--- config.mk ---
export PLATFORM = sky130hd
export DESIGN_NAME = wdm
export DESIGN_NICKNAME = d
export VERILOG_FILES = /design/src/rtl/wdm_pkg.sv /design/src/rtl/wdm_skid.sv /design/src/rtl/wdm.sv
export SDC_FILE = /design/constraint.sdc
export NUM_CORES = 1
export LEC_CHECK = 0
export BUFFER_PORTS_ARGS = -buffer_cell sky130_fd_sc_hd__buf_2
export CORE_MARGIN = 2
export CORE_UTILIZATION = 45
export DETAILED_ROUTE_END_ITERATION = 8
export PLACE_DENSITY_LB_ADDON = 0.05
export SETUP_SLACK_MARGIN = 0.2
export SYNTH_ARGS = -nofsm -noshare
export SYNTH_HDL_FRONTEND = slang
export SYNTH_SLANG_ARGS = --single-unit
--- constraint.sdc ---
create_clock -name i_clk -period 4.15 [get_ports i_clk]
set_clock_uncertainty 0.15 [all_clocks]
set_input_delay 0.415 -clock i_clk [delete_from_list [all_inputs] [get_ports i_clk]]
set_output_delay 0.415 -clock i_clk [all_outputs]
set_load 0.02 [all_outputs]
--- src/rtl/wdm_pkg.sv ---
// Shared definitions for the write-data manager: default widths and FSM state encodings.
package wdm_pkg;

  localparam int DATA_W_DEF     = 8;
  localparam int SKID_DEPTH_DEF = 4;
  localparam int CNT_W_DEF      = 16;

  typedef enum logic [1:0] {
    ST_PASS  = 2'd0,
    ST_HOLD  = 2'd1,
    ST_DRAIN = 2'd2
  } wdm_state_e;

endpackage

--- src/rtl/wdm_skid.sv ---
// Small circular skid buffer with a combinational head. A push to a full buffer is
// ignored unless a pop happens in the same cycle, which frees the slot.
module wdm_skid import wdm_pkg::*; #(
  parameter int DATA_W = DATA_W_DEF,
  parameter int DEPTH  = SKID_DEPTH_DEF
) (
  input  logic                         i_clk,
  input  logic                         i_rst_n,
  input  logic                         push,
  input  logic                         pop,
  input  logic [DATA_W-1:0]            din,
  output logic [DATA_W-1:0]            dout,
  output logic [$clog2(DEPTH+1)-1:0]   count,
  output logic                         full,
  output logic                         empty
);

  localparam int AW = $clog2(DEPTH);
  localparam int CW = $clog2(DEPTH+1);

  logic [DATA_W-1:0] mem [DEPTH];
  logic [AW-1:0]     wr_ptr;
  logic [AW-1:0]     rd_ptr;
  logic              do_push;
  logic              do_pop;

  assign full    = (count == CW'(DEPTH));
  assign empty   = (count == '0);
  assign do_pop  = pop && !empty;
  assign do_push = push && (!full || do_pop);
  assign dout    = mem[rd_ptr];

  always_ff @(posedge i_clk) begin
    if (!i_rst_n) begin
      wr_ptr <= '0;
      rd_ptr <= '0;
      count  <= '0;
    end else begin
      // DEPTH is a power of two, so the pointers wrap on natural overflow.
      if (do_push) wr_ptr <= wr_ptr + AW'(1);
      if (do_pop)  rd_ptr <= rd_ptr + AW'(1);
      count <= count + CW'(do_push) - CW'(do_pop);
    end
  end

  always_ff @(posedge i_clk) begin
    if (do_push) mem[wr_ptr] <= din;
  end

endmodule

--- src/rtl/wdm.sv ---
// Write-data manager: forwards an upstream byte stream into a FIFO write port, parking
// bytes in a skid buffer while the FIFO is throttled and counting any that overflow it.
module wdm import wdm_pkg::*; #(
  parameter int DATA_W     = DATA_W_DEF,
  parameter int SKID_DEPTH = SKID_DEPTH_DEF,
  parameter int CNT_W      = CNT_W_DEF
) (
  input  logic              i_clk,
  input  logic              i_rst_n,
  input  logic [DATA_W-1:0] iv_data,
  input  logic              i_data_wr,
  output logic              o_data_rdy,
  input  logic              i_fifo_full,
  input  logic              i_fifo_af,
  output logic              o_fifo_wr,
  output logic [DATA_W-1:0] ov_fifo_data,
  output logic [CNT_W-1:0]  ov_drop_cnt,
  output logic              o_overflow,
  output logic [1:0]        o_state
);

  localparam int CW = $clog2(SKID_DEPTH+1);

  // Upstream handshake: i_data_wr marks iv_data valid for exactly one cycle and is never
  // stalled; o_data_rdy is only advisory, and a byte offered with no skid room is dropped.

  wdm_state_e        state;
  logic              ok;
  logic              push;
  logic              pop;
  logic              drop;
  logic [DATA_W-1:0] head;
  logic [CW-1:0]     count;
  logic [CW-1:0]     next_count;
  logic              skid_full;
  logic              skid_empty;

  assign ok      = !i_fifo_af && !i_fifo_full;
  assign o_state = state;

  always_comb begin
    push       = 1'b0;
    pop        = 1'b0;
    case (state)
      ST_PASS:  push = i_data_wr && !ok;
      ST_HOLD,
      ST_DRAIN: begin
        push = i_data_wr;
        pop  = ok && !skid_empty;
      end
      default: ;
    endcase
    // A pop in the same cycle frees the slot, so only an unmatched push to a full skid drops.
    drop       = push && skid_full && !pop;
    next_count = count + CW'(push && !drop) - CW'(pop);
  end

  wdm_skid #(
    .DATA_W (DATA_W),
    .DEPTH  (SKID_DEPTH)
  ) u_skid (
    .i_clk   (i_clk),
    .i_rst_n (i_rst_n),
    .push    (push),
    .pop     (pop),
    .din     (iv_data),
    .dout    (head),
    .count   (count),
    .full    (skid_full),
    .empty   (skid_empty)
  );

  always_ff @(posedge i_clk) begin
    if (!i_rst_n) begin
      state        <= ST_PASS;
      o_fifo_wr    <= 1'b0;
      ov_fifo_data <= '0;
      o_data_rdy   <= 1'b0;
      ov_drop_cnt  <= '0;
      o_overflow   <= 1'b0;
    end else begin
      o_fifo_wr  <= 1'b0;
      o_data_rdy <= (next_count <= CW'(SKID_DEPTH - 2));
      if (drop) begin
        o_overflow <= 1'b1;
        if (ov_drop_cnt != {CNT_W{1'b1}}) ov_drop_cnt <= ov_drop_cnt + CNT_W'(1);
      end
      case (state)
        ST_PASS: begin
          if (i_data_wr) begin
            if (ok) begin
              o_fifo_wr    <= 1'b1;
              ov_fifo_data <= iv_data;
            end else begin
              state <= ST_HOLD;
            end
          end
        end
        // HOLD and DRAIN share datapath behaviour; HOLD records that the last cycle was throttled.
        ST_HOLD,
        ST_DRAIN: begin
          if (ok) begin
            if (pop) begin
              o_fifo_wr    <= 1'b1;
              ov_fifo_data <= head;
            end
            state <= (next_count == '0) ? ST_PASS : ST_DRAIN;
          end else begin
            state <= ST_HOLD;
          end
        end
        default: state <= ST_PASS;
      endcase
    end
  end

endmodule

==> results.py, run 1 <==
metrics = {
    "floorplanning": {
        "die_w_um": 89.5,
        "pin_count": 42,
        "core-area_mm2": 0.00718,
        "num_rows": 31,
        "die-area_mm2": 0.00800,
        "initial_core_util_pct": 45.8,
        "fp.dieH_um": 89.5,
    },
    "power_and_ir_drop": {
        "p_seq_share_pct": 46.0,
        "p_clk_share_pct": 39.0,
        "ir_worst_vdd_mv": 0.203,
        "switching_share_pct": 26.3,
        "combPwrFrac_pct": 15.0,
        "p_sw_mw": 0.456,
        "leakagePower_nw": 1.44,
        "powerDensity_mw_per_mm2": 457,
        "p_int_mw": 1.28,
        "p_total_mw": 1.73,
    },
    "timing": {
        "finalSetupViolations": 0,
        "max_slew_margin_pct": 49.7,
        "rsz0062_at_grt": "false",
        "fin_crit_ps": 2890,
        "setup_tns_ps": 0,
        "hold_viol_final": 0,
        "period_share_pct": 69.5,
        "fmax_mhz": 347,
        "hold-worst-slack_ps": 146,
        "worstMarginPinSlew_ps": 748,
        "maxSlewViolCount": 0,
    },
    "drt": {
        "met1_length_um": 3270,
        "met3_length_um": 245,
        "drc": 0,
        "wl_per_cell_um": 15.6,
        "detail_route.wirelength_um": 6500,
        "top_layer_used": "met4",
        "drt-pass1-iter-count": 4,
        "drtIter0Drc": 71,
        "viasPerCell": 5.28,
        "num_vias": 2196,
        "ant_nets": 0,
        "met2_wirelength_um": 2880,
    },
    "cts": {
        "root_buffer": "clkbuf_8",
        "clk_pin_slew_ps": 80,
        "cts_tree": "done",
        "cts_setup_buffers": 0,
        "htree_num_levels": 3,
        "ctsResizeCount": 0,
        "insertion_delay_ps": 350,
        "cts_buffers": 9,
        "clock_path_buffers": 2,
        "clkSinkCount": 70,
        "holdBufCountCts": 0,
    },
    "logic_synthesis": {
        "synthSimpleGateAreaFrac_pct": 18.5,
        "syn-num-nets": 300,
        "synth-adder-area-share_pct": 5.41,
        "synthCells": 274,
        "synth_xor_area_share_pct": 1.33,
        "async_flop_share_pct": 0,
        "synthFlopType": "dfxtp_1",
        "synthDistinctLibCells": 48,
        "yosysSeqAreaShare_pct": 52.4,
        "synth_compound_area_share_pct": 7.00,
        "ys_warn_count": 0,
        "synth_top_family_by_area": "simple AND/OR/NAND/NOR gates",
        "synthMuxAreaShare_pct": 11.3,
        "ys_ff_latch": 70,
        "netlist_area_mm2": 0.00329,
        "syn_area_per_cell_um2": 12.0,
        "synth_edf_count": 32,
    },
    "global_routing": {
        "gr-usage-all-layers_pct": 17.5,
        "grt_max_degree": 29,
        "grt_pass1_wl_um": 10200,
        "grt_antenna_before_repair": 0,
        "grt_pass1_vias": 2062,
        "gr-total-overflow": 0,
    },
    "critical_path": {
        "cp_max_fo": 16,
        "startpoint_type": "flip-flop",
        "cp.arrival_ps": 2980,
        "crit_type": "flip-flop to flip-flop",
        "cp.required_ps": 4250,
        "endpoint_kind": "flip-flop",
    },
    "run": {
        "cap_viol_max_count": 0,
    },
    "finish": {
        "nFillCells": 663,
        "syn_to_final_growth_pct": 15.3,
        "drive_gt1_share_pct": 25.2,
        "antennaDiodeCount": 0,
        "stdcell_area_mm2": 0.00379,
        "nets": 338,
        "fin_util_pct": 52.8,
    },
    "place": {
        "gp_congestion": 0.782,
        "io_buffers": 41,
        "placed_cell_area_mm2": 0.00354,
        "place_hpwl_um": 4370,
    },
    "status": {
        "status": "finished clean",
    },
    "worst_hold_path": {
        "worstHoldPathType": "input port to flip-flop",
    },
}
routing by layer:
layer  vias to the layer above  GRT usage, %
li1                       1102             -
met1                      1052          23.4
met2                        34          26.7
met3                         8          4.99
met4                         0          7.33
met5                         -             0
path summary, 6_finish.rpt:
kind	from	end	slack [ps]	cells after the start
setup / recovery	o_state[0]	o_state[1]	1260	12
hold / removal	iv_data[3]	u_skid.mem[3][3]	150	1
setup reg to reg	o_state[0]	o_state[1]	1260	12
hold reg to reg	ov_fifo_data[4]	ov_fifo_data[4]	310	1
layout by cell type (no fill, tap or decap), drive strengths merged, types with 9 or more instances in the layout:
cell type	count
nor2	10
nor4	12
nand2	15
clkbuf	9
inv	16
buf	42
nand2b	11
dfxtp	38
edfxtp	32
nand3	9
mux2i	19
a21oi	10
ha	11
sequential cells by signal (all words and copies together) (netlist names), named ones only:
| name | cells |
|---|---|
| ov_drop_cnt | 16 |
| u_skid.rd_ptr | 2 |
| o_overflow | 1 |
| u_skid.mem | 32 |
| o_fifo_wr | 1 |
| ov_fifo_data | 8 |
| o_data_rdy | 1 |
| u_skid.count | 3 |
| o_state | 2 |
| u_skid.wr_ptr | 2 |
cell usage after synthesis, types with 9 or more instances:
cell	instances	area, um2
nor2_1	10	37.5
nand2b_1	11	68.8
dfxtp_1	38	761
a21oi_1	10	50.1
edfxtp_1	32	961
ha_1	11	138
nand2_1	15	56.3
mux2i_1	19	190
buf_2	9	45.0
inv_1	15	56.3
area by class of cell:
type,count,area (um2),share of cell area [%]
flip-flops and latches,70,1720,45.4
multi-input cells,174,1430,37.7
repair buffers,42,213,5.61
clock buffers,9,124,3.27
well taps,99,124,3.27
clock inverters,7,120,3.17
inverters,15,56.3,1.49
cell families after synthesis:
logic type | Yosys count
adders and majority gates | 13
DFF | 70
muxes | 27
and+or+nand+nor | 95
buffers and inverters | 30
xor gates and xnor gates | 5
AOI/OAI and AO/OA | 34
critical path, cell delays in order, from the launching register on:
cell	delay, ps
dfxtp_1	360
inv_1	70
ha_1	270
buf_4	240
nor2_1	100
or3_1	430
nor2_1	120
ha_1	150
inv_1	50
fa_1	370
xnor2_1	200
a31oi_1	110
o21a_1	180
metrics by stage:
step                      instances  worst slack [ps]
after floorplan                 274              1280
after global placement          400              1310
final                           416              1260
after CTS                       416              1240
after global routing            416              1060
after detailed placement        400              1260
power groups by stage:
stage                     Clock (mW)  Combinational [mW]  Sequential, mW
final                          0.676               0.260           0.796
after global routing           0.723               0.289           0.802
after CTS                      0.694               0.264           0.797
after detailed placement           0               0.262           0.812
after global placement             0               0.260           0.812
after floorplan                    0               0.188           0.822
No activity file was read; power rests on OpenSTA's default activity.
==> run 2: changes to the inputs <==
ABC_AREA = 1   (was unset)
clock period = 2.5 ns   (was 4.15 ns; I/O delays follow)
==> run 2 against run 1 <==
Compared with the run above: sequential power is 71% higher; synthesized area is 11% higher; register-to-register slack got worse by 1200 ps; utilization up 3.3 points; non-clock buffer count rose by 23; die area increased by 11%; largest power group unchanged; highest routed layer unchanged.
==> results.py, run 2 <==
metrics = {
    "drt": {
        "wl_per_cell_um": 13.1,
        "drtIter0Drc": 118,
        "num_vias": 3001,
        "viasPerCell": 4.82,
        "ant_nets": 0,
        "detail_route.wirelength_um": 8140,
        "drc": 0,
        "drt-pass1-iter-count": 6,
    },
    "cts": {
        "htree_num_levels": 3,
        "insertion_delay_ps": 340,
        "cts_tree": "done",
        "clk_pin_slew_ps": 80,
        "cts_buffers": 9,
        "clock_path_buffers": 2,
        "root_buffer": "clkbuf_8",
        "clkSinkCount": 70,
    },
    "floorplanning": {
        "die-area_mm2": 0.00886,
        "fp.dieH_um": 94.1,
        "core-area_mm2": 0.00781,
        "pin_count": 42,
        "initial_core_util_pct": 46.8,
        "die_w_um": 94.1,
        "num_rows": 32,
    },
    "power_and_ir_drop": {
        "combPwrFrac_pct": 27.8,
        "p_int_mw": 2.00,
        "leakagePower_nw": 1.80,
        "p_sw_mw": 0.999,
        "ir_worst_vdd_mv": 0.395,
        "p_total_mw": 2.99,
        "powerDensity_mw_per_mm2": 684,
        "p_clk_share_pct": 26.8,
        "p_seq_share_pct": 45.3,
        "switching_share_pct": 33.4,
    },
    "finish": {
        "seq_area_mm2": 0.00173,
        "fin_util_pct": 56.1,
        "largest_registers": "u_skid.mem x32, ov_drop_cnt x16, ov_fifo_data x8",
        "nFillCells": 734,
        "stdcell_area_mm2": 0.00438,
        "syn_to_final_growth_pct": 19.7,
        "largest_reg_flops": 32,
        "drive_gt1_share_pct": 26.9,
        "multiInputGateArea_mm2": 0.00173,
        "layout.cells.non_filler": 623,
        "top_register": "u_skid.mem",
        "mostFrequentLayoutCells": "nor2_1 (89), nand2_1 (72), inv_1 (43), buf_2 (41), dfxtp_1 (35)",
        "layout_commonest_cell": "nor2_1",
        "antennaDiodeCount": 0,
        "nets": 542,
    },
    "logic_synthesis": {
        "synthCells": 452,
        "syn-num-nets": 478,
        "synthFlopType": "dfxtp_1",
        "yosysSeqAreaShare_pct": 47.1,
        "async_flop_share_pct": 0,
        "yosysTopAreaCell": "edfxtp_1",
        "ys_ff_latch": 70,
        "syn_area_per_cell_um2": 8.09,
        "netlist_area_mm2": 0.00366,
        "synth_most_common_cell": "nor2_1",
        "synth_commonest_cells": "nor2_1 (90), nand2_1 (73), inv_1 (49)",
        "synthDistinctLibCells": 31,
        "ys_warn_count": 0,
        "synth_top_cell_area_share_pct": 26.3,
        "synth_edf_count": 32,
        "synthTopCellsByArea": "edfxtp_1 (26%), dfxtp_1 (21%), nor2_1 (9.2%)",
    },
    "global_routing": {
        "grt_max_degree": 26,
        "grt_pass1_vias": 2815,
        "busiest_layer": "met2",
        "grt_use_met2_pct": 31.7,
        "use_met3_pct": 5.14,
        "grt_pass1_wl_um": 13200,
        "use_met1_pct": 25.3,
        "gr-usage-all-layers_pct": 19.5,
        "gr-total-overflow": 0,
        "grt_antenna_before_repair": 0,
    },
    "place": {
        "dpl.cell_count": 592,
        "placed_cell_area_mm2": 0.00401,
        "dp_slack_ps": 108,
        "place_hpwl_um": 5580,
        "gp_congestion": 0.817,
        "io_buffers": 41,
    },
    "timing": {
        "setup_tns_ps": 0,
        "hold-worst-slack_ps": 98.7,
        "worstMarginPinSlew_ps": 529,
        "finalSetupViolations": 0,
        "rsz0062_at_grt": "true",
        "fmax_mhz": 405,
        "maxSlewViolCount": 0,
        "period_share_pct": 98.9,
        "fin_crit_ps": 2470,
        "hold_viol_final": 0,
        "setup_slack_ps": 28.5,
        "max_slew_margin_pct": 64.7,
    },
    "critical_path": {
        "crit_path_start": "o_state[0]",
        "crit_type": "flip-flop to flip-flop",
        "cp.arrival_ps": 2600,
        "reg2reg_from": "o_state[0]",
        "r2r_cells": 16,
        "cp-endpoint": "o_data_rdy",
        "startpoint_type": "flip-flop",
        "r2r_slack_ps": 30,
        "cp_max_fo": 6,
        "cp.required_ps": 2630,
        "timing.rr.end": "o_data_rdy",
        "endpoint_kind": "flip-flop",
    },
    "status": {
        "status": "finished clean",
    },
    "run": {
        "cap_viol_max_count": 0,
    },
    "worst_hold_path": {
        "worstHoldPathType": "input port to flip-flop",
    },
}
==> run 2: how the worst min path moves through the flow <==
stage / start / end / slack, ps / cells after the start
finish: i_rst_n / u_skid.count[0] / 100 / 3
global placement: o_overflow / o_overflow / 300 / 2
CTS: iv_data[5] / u_skid.mem[2][5] / 0.1 / 1
detailed placement: u_skid.rd_ptr[1] / flip-flop / 310 / 2
global route: i_rst_n / o_data_rdy / 110 / 3
floorplan: iv_data[0] / u_skid.mem[0][0] / 200 / 0
==> run 2: what timing repair did <==
action                     CTS  global route
hold buffers                 7             1
gates cloned                 0             0
pin swaps                    2             7
hold endpoints to repair    28             3
buffers inserted             4             3
resized for setup            1            19
setup endpoints to repair    4             9
==> run 2: final cells by class <==
type | count | share of cell area, %
Tap cell | 102 | 2.92
Multi-Input combinational cell | 317 | 39.6
Clock buffer | 11 | 3.00
Inverter | 53 | 4.83
Sequential cell | 70 | 39.5
Timing Repair Buffer | 65 | 9.26
Clock inverter | 5 | 0.858
==> run 2: cell families after synthesis <==
group	after synthesis	synth area share, %
xor+xnor	5	1.20
fa+ha+maj	13	4.86
buf+inv	65	7.49
flops	70	47.1
simple gates	245	31.7
compound gates	54	7.67
==> run 2: routing by layer <==
layer  routed length [um]  part of all wire, %
met1                 3920                   48
met4                  103                  1.3
met2                 3800                   47
met5                    0                    0
met3                  320                  3.9
==> run 2: power groups by stage <==
stage | clock [mW] | sequential [mW] | combinational (mW)
3_3_place_gp | 0 | 1.38 | 0.697
2_1_floorplan | 0 | 1.41 | 0.502
3_5_place_dp | 0 | 1.38 | 0.708
6_report | 0.804 | 1.36 | 0.834
4_1_cts | 0.829 | 1.36 | 0.738
5_1_grt | 0.878 | 1.37 | 0.932
==> run 2: critical path, cell delays in order, from the launching register on <==
cell and delay (ps):
dfxtp_4 370, inv_4 40, ha_4 300, inv_8 60, nand2_4 80, nand2_4 60
nor2_4 130, nand2_2 70, inv_2 60, ha_4 120, inv_2 30, fa_1 380
inv_1 80, xor2_1 190, buf_4 140, nand2_1 40, a21oi_1 110
==> run 3: changes to the inputs <==
BUFFER_PORTS_ARGS = unset   (was -buffer_cell sky130_fd_sc_hd__buf_2)
DONT_BUFFER_PORTS = 1   (was unset)
==> run 3 against run 2 <==
Compared with the run above: fmax increased by 3.3%; clock power increased by 13%; cell area decreased by 1.0%; flip-flop and latch count unchanged; largest power group unchanged; critical path depth unchanged; sequential power about the same; via count decreased by 1.8%; sequential share of layout area increased by 0.41 points; register-to-register slack improved by 80 ps; first-iteration DRC count increased by 4.2%.
==> results.py, run 3 (synthesis gave the netlist of run 2 again) <==
metrics = {
    "status": {
        "status": "finished clean",
    },
    "critical_path": {
        "r2r_cells": 16,
        "reg2reg_from": "o_state[1]",
        "cp_top_family": "adder cells",
        "endpoint_kind": "flip-flop",
        "cp.arrival_ps": 2460,
        "cp-endpoint": "o_state[1]",
        "crit_type": "flip-flop to flip-flop",
        "cp_num_cells": 16,
        "crit_buf_inv": 5,
        "timing.rr.end": "o_state[1]",
        "cp_max_fo": 6,
        "crit_chain": "inv_4, ha_4, inv_8, nand2_4, nand2_4, nor2_4, nand2_2, inv_2, ha_4, inv_2, fa_2, inv_2, nor2_1, nand2_1, nand2_1, a21oi_2",
        "cp.required_ps": 2560,
        "cp_common_cell": "inv_2",
        "crit_path_start": "o_state[1]",
        "r2r_slack_ps": 110,
        "startpoint_type": "flip-flop",
        "cp_slowest_stage_delay_ps": 530,
        "cp_slowest_cell": "fa_2",
    },
    "floorplanning": {
        "die-area_mm2": 0.00886,
        "die_w_um": 94.1,
        "fp.dieH_um": 94.1,
        "num_rows": 32,
        "pin_count": 42,
        "core-area_mm2": 0.00781,
        "initial_core_util_pct": 46.8,
    },
    "place": {
        "place_hpwl_um": 5480,
        "gp_congestion": 0.809,
        "io_buffers": 0,
        "placed_cell_area_mm2": 0.00386,
    },
    "finish": {
        "largest_reg_flops": 32,
        "mostFrequentLayoutCells": "nor2_1 (89), nand2_1 (73), inv_1 (40), dfxtp_1 (35), edfxtp_1 (32)",
        "drive_gt1_share_pct": 23.4,
        "syn_to_final_growth_pct": 18.5,
        "antennaDiodeCount": 0,
        "nets": 516,
        "layout_commonest_cell": "nor2_1",
        "stdcell_area_mm2": 0.00433,
        "top_register": "u_skid.mem",
        "largest_registers": "u_skid.mem x32, ov_drop_cnt x16, ov_fifo_data x8",
    },
    "drt": {
        "wl_per_cell_um": 13.6,
        "detail_route.wirelength_um": 8120,
        "drtIter0Drc": 123,
        "num_vias": 2946,
        "ant_nets": 0,
        "drc": 0,
        "drt-pass1-iter-count": 4,
        "viasPerCell": 4.93,
    },
    "run": {
        "cap_viol_max_count": 0,
    },
    "timing": {
        "fin_crit_ps": 2390,
        "setup_tns_ps": 0,
        "hold_viol_final": 0,
        "max_slew_margin_pct": 66.3,
        "period_share_pct": 95.7,
        "maxSlewViolCount": 0,
        "worstMarginPinSlew_ps": 504,
        "rsz0062_at_grt": "true",
        "hold-worst-slack_ps": 55.2,
        "finalSetupViolations": 0,
        "fmax_mhz": 418,
    },
    "cts": {
        "insertion_delay_ps": 340,
        "cts_tree": "done",
        "cts_buffers": 9,
        "clk_pin_slew_ps": 70,
        "htree_num_levels": 3,
        "root_buffer": "clkbuf_8",
        "clkSinkCount": 70,
        "clock_path_buffers": 2,
    },
    "power_and_ir_drop": {
        "leakagePower_nw": 1.69,
        "ir_worst_vdd_mv": 0.344,
        "powerDensity_mw_per_mm2": 714,
    },
    "global_routing": {
        "grt_max_degree": 26,
        "busiest_layer": "met2",
        "gr-total-overflow": 0,
        "grt_pass1_vias": 2817,
        "grt_pass1_wl_um": 13400,
        "gr-usage-all-layers_pct": 20.0,
        "use_met1_pct": 24.9,
        "grt_use_met2_pct": 32.7,
        "use_met3_pct": 6.26,
        "grt_antenna_before_repair": 0,
    },
    "worst_hold_path": {
        "worstHoldPathType": "input port to flip-flop",
    },
}
==> run 3: cell types whose count changed in the layout (fill, tap and decap cells not counted), sizes merged <==
cell and delta:
clkbuf -1, inv +2, clkinv -1, buf -29, dlygate4sd3 +3, clkinvlp -1, bufinv +1
==> run 3: final cells by class <==
type / instances / area, um2
clock inverter: 6 / 68.8
timing repair buffer: 39 / 324
inverter: 53 / 209
fill: 723 / 3480
sequential: 70 / 1730
clock buffer: 10 / 128
multi-input combinational: 317 / 1740
tap: 102 / 128
==> run 3: per-layer routing <==
| layer | share of wire, % | wire length [um] |
|---|---|---|
| met5 | 0 | 0 |
| met4 | 2.1 | 174 |
| met3 | 5.8 | 474 |
| met2 | 46 | 3780 |
| met1 | 46 | 3700 |
==> run 3: worst min path at each step <==
stage | from | endpoint | slack, ps | cells after the start
global placement | i_rst_n | u_skid.count[0] | 200 | 2
floorplan | iv_data[0] | u_skid.mem[0][0] | 200 | 0
detailed placement | iv_data[0] | u_skid.mem[2][0] | 200 | 0
global route | i_data_wr | o_fifo_wr | 50 | 2
CTS | i_data_wr | o_fifo_wr | 10 | 2
finish | i_data_wr | o_fifo_wr | 60 | 2
==> run 3: timing repair <==
action,in CTS,in global routing
setup endpoints to repair,4,4
hold buffers,11,0
pin swaps,3,10
gates cloned,0,0
endpoints found under the hold margin,46,0
setup buffers,4,8
resized for setup,6,19
==> run 3: worst register-to-register path, stage by stage, from the launching register on <==
cell	delay [ps]
dfxtp_4	370
inv_4	40
ha_4	300
inv_8	60
nand2_4	60
nand2_4	50
nor2_4	110
nand2_2	70
inv_2	60
ha_4	110
inv_2	30
fa_2	530
inv_2	40
nor2_1	90
nand2_1	60
nand2_1	70
a21oi_2	50
==> run 3: report_power, final <==
group / internal [mW] / switching, mW
clock: 0.468 / 0.442
combinational: 0.324 / 0.470
sequential: 1.30 / 0.0839
==> run 3: through the flow <==
stage / power [mW] / instances / utilization, % / worst slack, ps
finish: 3.09 / 597 / 55.5 / 108
CTS: 3.03 / 589 / 53.8 / 111
global route: 3.28 / 597 / 55.5 / -12.2
floorplan: 1.91 / 452 / - / 74.6
global placement: 2.05 / 558 / 49.4 / 133
detailed placement: 2.06 / 558 / 49.4 / 111
